[src/rtl/gr_wb_sched.sv]
// gr_wb_sched: write-back scheduler and load scoreboard for the 16 x 32-bit
// register file. Arbitrates the single write port between the execute pipe
// and the load unit, registers the winning write, and stalls issue of any
// instruction that touches a register with an outstanding load.
//
// Handshake (ex_* and ld_*): a transfer happens in a cycle where valid and
// ready are both high. The requester holds valid, rd and data stable until
// accepted. ready may depend combinationally on valid.
module gr_wb_sched #(
  parameter int STARVE_LIMIT = 4
) (
  input  logic        clk_i,
  input  logic        reset_i,
  input  logic        iss_valid_i,
  input  logic [3:0]  iss_rs1_i,
  input  logic [3:0]  iss_rs2_i,
  input  logic [3:0]  iss_rd_i,
  input  logic        iss_is_load_i,
  output logic        iss_stall_o,
  input  logic        ex_valid_i,
  input  logic [3:0]  ex_rd_i,
  input  logic [31:0] ex_data_i,
  output logic        ex_ready_o,
  input  logic        ld_valid_i,
  input  logic [3:0]  ld_rd_i,
  input  logic [31:0] ld_data_i,
  output logic        ld_ready_o,
  output logic        wb_en_o,
  output logic [3:0]  wb_rd_o,
  output logic [31:0] wb_data_o,
  output logic [15:0] dbg_pending_o
);

  localparam logic [3:0] LIMIT = 4'(STARVE_LIMIT);

  logic [3:0]  cnt_q, cnt_d;
  logic [15:0] pending_q, pending_d;
  logic        wb_en_q, wb_en_d;
  logic [3:0]  wb_rd_q, wb_rd_d;
  logic [31:0] wb_data_q, wb_data_d;
  logic        wb_is_ld_q, wb_is_ld_d;

  logic starve;
  logic ex_grant;
  logic ld_grant;
  logic iss_accept;
  logic [15:0] set_mask;
  logic [15:0] clr_mask;

  // Arbitration: loads win by default; execute wins once it has been starved
  // for STARVE_LIMIT consecutive cycles. Stall on RAW (rs1/rs2) and WAW (rd).
  always_comb begin
    starve      = (cnt_q == LIMIT);
    ex_ready_o  = !ld_valid_i | starve;
    ld_ready_o  = !(ex_valid_i & starve);
    ex_grant    = ex_valid_i & ex_ready_o;
    ld_grant    = ld_valid_i & !ex_grant;
    iss_stall_o = iss_valid_i &
                  ((pending_q[iss_rs1_i] & (iss_rs1_i != 4'd0)) |
                   (pending_q[iss_rs2_i] & (iss_rs2_i != 4'd0)) |
                   (pending_q[iss_rd_i]  & (iss_rd_i  != 4'd0)));
    iss_accept  = iss_valid_i & !iss_stall_o;
  end

  // Next state: starvation counter, output stage and load scoreboard.
  always_comb begin
    cnt_d      = cnt_q;
    wb_en_d    = 1'b0;
    wb_rd_d    = wb_rd_q;
    wb_data_d  = wb_data_q;
    wb_is_ld_d = wb_is_ld_q;
    set_mask   = 16'd0;
    clr_mask   = 16'd0;

    if (ex_grant) begin
      cnt_d = 4'd0;
    end else if (ex_valid_i && !ex_ready_o && cnt_q != LIMIT) begin
      cnt_d = cnt_q + 4'd1;
    end

    if (ex_grant) begin
      wb_en_d    = (ex_rd_i != 4'd0);
      wb_rd_d    = ex_rd_i;
      wb_data_d  = ex_data_i;
      wb_is_ld_d = 1'b0;
    end else if (ld_grant) begin
      wb_en_d    = (ld_rd_i != 4'd0);
      wb_rd_d    = ld_rd_i;
      wb_data_d  = ld_data_i;
      wb_is_ld_d = 1'b1;
    end

    // A load write sitting in the output stage lands in the file at this
    // edge, so its pending bit may drop now. Set is applied last so it wins.
    if (wb_en_q && wb_is_ld_q) clr_mask[wb_rd_q] = 1'b1;
    if (iss_accept && iss_is_load_i && iss_rd_i != 4'd0) set_mask[iss_rd_i] = 1'b1;
    pending_d = (pending_q & ~clr_mask) | set_mask;
  end

  // State registers with asynchronous clear.
  always_ff @(posedge clk_i or posedge reset_i) begin
    if (reset_i) begin
      cnt_q      <= 4'd0;
      pending_q  <= 16'd0;
      wb_en_q    <= 1'b0;
      wb_rd_q    <= 4'd0;
      wb_data_q  <= 32'd0;
      wb_is_ld_q <= 1'b0;
    end else begin
      cnt_q      <= cnt_d;
      pending_q  <= pending_d;
      wb_en_q    <= wb_en_d;
      wb_rd_q    <= wb_rd_d;
      wb_data_q  <= wb_data_d;
      wb_is_ld_q <= wb_is_ld_d;
    end
  end

  assign wb_en_o       = wb_en_q;
  assign wb_rd_o       = wb_rd_q;
  assign wb_data_o     = wb_data_q;
  assign dbg_pending_o = pending_q;

endmodule

[config.mk]
export PLATFORM = sky130hd
export DESIGN_NAME = gr_wb_sched
export DESIGN_NICKNAME = d
export VERILOG_FILES = /design/src/rtl/gr_wb_sched.sv
export SDC_FILE = /design/constraint.sdc
export NUM_CORES = 1
export LEC_CHECK = 0
export ABC_AREA = 1
export CORE_MARGIN = 5
export CORE_UTILIZATION = 35
export DETAILED_ROUTE_END_ITERATION = 10
export PLACE_DENSITY = 0.82
export SYNTH_ARGS = -nofsm -noshare
export SYNTH_HDL_FRONTEND = slang
export SYNTH_SLANG_ARGS = --single-unit
[constraint.sdc]
create_clock -name clk_i -period 1.8 [get_ports clk_i]
set_clock_uncertainty 0.2 [all_clocks]
set_input_delay 0.18 -clock clk_i [delete_from_list [all_inputs] [get_ports clk_i]]
set_output_delay 0.18 -clock clk_i [all_outputs]
set_load 0.05 [all_outputs]
==> impl_metrics.tcl <==
set metrics [dict create \
    min_period_ns 2.05 \
    clockBufferDepth 2 \
    die_h_um 107 \
    cts_root_buffer "clkbuf_8" \
    synthDominantCellAreaShare_pct 44.0 \
    worst_pin_slew_ns 0.639 \
    finalPower_mw 6.44 \
    final_antenna_net_count 0 \
    hp-class "in2async" \
    p_leak_nw 2.61 \
    fin_crit_sh_pct 114 \
    p_per_area_nw_per_um2 1200 \
    io_buffers 145 \
    grt.total_usage_pct 22.9 \
    grt_overflow 0 \
    die_area_um2 11500 \
    setup_viol 17 \
    dp_hpwl_um 9170 \
    worstPathMaxFanout 4 \
    synth_flop_cell "dfrtp_1" \
    yosysSeqAreaShare_pct 44.0 \
    status "finished, violations left" \
    dieWidth_um 107 \
    clk_pin_slew_ns 0.07 \
    vias 3978 \
    worst_ir_drop_vdd_mv 0.538 \
    core_um2 9200 \
    drt_pass1_iterations 5 \
    critPathKind "reg2out" \
    post-place-ws_ns -0.499 \
    holdBufCountCts 0 \
    max_slew_margin_pct 57.4 \
    synthTopCellsByArea "dfrtp_1 44%, nand2_1 21%, nand3_1 13%" \
    routedWlPerCell_um 17.0 \
    syn_avg_cell_area_um2 7.09 \
    grt_pass1_vias 4115 \
    grt_pass1_wl_um 20900 \
    cp-start-kind "flip-flop" \
    yosysMostFrequentCell "nand2_1" \
    violations "negative setup slack" \
    hold_violations 0 \
    synth-edff-count 0 \
    cts_tree "built" \
    cts_made_buffers 9 \
    timing.final.ws_setup_ns -0.251 \
    cts.sinks 58 \
    fin_setup_tns_ns -1.09 \
    initial_core_util_pct 35.9 \
    fin_util_pct 58.4 \
    drv_slew 0 \
    rsz0062_at_grt "yes" \
    end_kind "output port" \
    yosysTopAreaCell "dfrtp_1" \
    area_growth_pct 62.7 \
    ioPinCount 146 \
    cap_violations 0 \
    drt_iter0_drc 267 \
    yosys-top-cells-count "182 x nand2_1, 83 x nand3_1, 58 x dfrtp_1" \
    syn_nets 557 \
    diodes 0 \
    synthDistinctLibCells 26 \
    ys_async_sr_fraction_pct 100 \
    ys_warn_count 0 \
    viasPerCell 5.25 \
    ys_seq_elements 58 \
    drive_above_1_share_pct 26.7 \
    required_ns 1.42 \
    drc_errors 0 \
    num_rows 35 \
    final_nets 734 \
    gp_congestion 1.00 \
    antenna_found_initial 0 \
    holdWs_ns 0.0531 \
    h-tree-depth 3 \
    grt_max_degree 59 \
    clk_latency_ns 0.33 \
    fmaxAchievable_mhz 488 \
    wl_um 12900 \
    synth_cells 465 \
    arrival_ns 1.67 \
    synth_area_um2 3300 \
]
final timing paths:
path                       slack (ns)  depth (start not counted)                to         startpoint
setup / recovery                -0.25                         11       iss_stall_o  dbg_pending_o[15]
hold / removal                   0.05                          3          cnt_q[2]            reset_i
setup reg to reg                -0.09                         13  dbg_pending_o[2]  dbg_pending_o[15]
hold reg to reg                  0.29                          2     wb_data_o[28]      wb_data_o[28]
max in group asynchronous        1.04                          3  dbg_pending_o[2]            reset_i
min in group clk_i               0.18                          3     wb_data_o[25]      ex_data_i[25]
critical path, cell delays in order (launching register included):
cell and delay [ns]:
dfrtp_2 0.44, inv_2 0.08, nand2_2 0.05, nand3_1 0.10, nand3_1 0.07, nand2_1 0.08, nand2_1 0.06, nand2_1 0.08
nand2_2 0.07, nor2_4 0.12, nor2_4 0.04, buf_8 0.14
kinds of logic (layout without fill, tap and decap cells):
kind of cell	after synthesis	count (layout)	share of synthesized area, %
AOI/OAI and AO/OA	38	38	7.59
xor gates and xnor gates	2	2	0.531
adders and majority gates	2	2	0.759
buffers and inverters	63	245	8.31
DFF	58	58	44.0
and+or+nand+nor	302	302	38.8
power breakdown:
part	switching, mW	internal, mW	total, mW
registers	0.381	1.64	2.02
clock network	0.549	0.676	1.23
logic	2.03	1.16	3.19
metal layers:
metal  share of wire [%]  global-route usage, %  up-vias
met1                  38                   27.8     1841
li1                    -                      -     1864
met3                  11                   8.19       26
met2                  49                   37.9      247
met5                   0                      0        -
met4                 2.0                   7.21        0
per-stage QoR:
stage,area (um2),std cells
finish,5370,758
detailed placement,4930,724
global route,5370,758
floorplan,3340,465
CTS,5280,752
global placement,4930,724
area by class of cell:
| class | count | area, um2 |
|---|---|---|
| fill | 826 | 3830 |
| tap | 111 | 139 |
| inverter | 42 | 161 |
| sequential | 58 | 1470 |
| timing repair buffer | 187 | 1720 |
| clock buffer | 10 | 138 |
| clock inverter | 6 | 66.3 |
| multi-input combinational | 344 | 1670 |
flip-flops by register name, indices dropped and copies added, names as in the netlist:
signal	cells
wb_data_o	32
dbg_pending_o	16
cnt_q	4
wb_rd_o	4
wb_en_o	1
wb_is_ld_q	1
cells in the final DEF, fill, tap and decap left out, types with 7 or more instances in the layout:
cell,instances
nand3_2,9
clkbuf_8,10
nand2_1,176
buf_4,89
inv_1,25
o21ai_0,18
inv_2,16
a32oi_1,8
clkdlybuf4s50_1,86
nor2_1,22
buf_12,7
dfrtp_2,16
dfrtp_1,42
nand3_1,76
timing repair:
action | 4_1_cts | 5_1_grt
pin swaps | 6 | 16
gates resized for setup | 21 | 18
gates cloned | 1 | 0
buffers inserted | 11 | 7
endpoints found under the setup margin | 17 | 38
No activity file was read; power rests on OpenSTA's default activity.
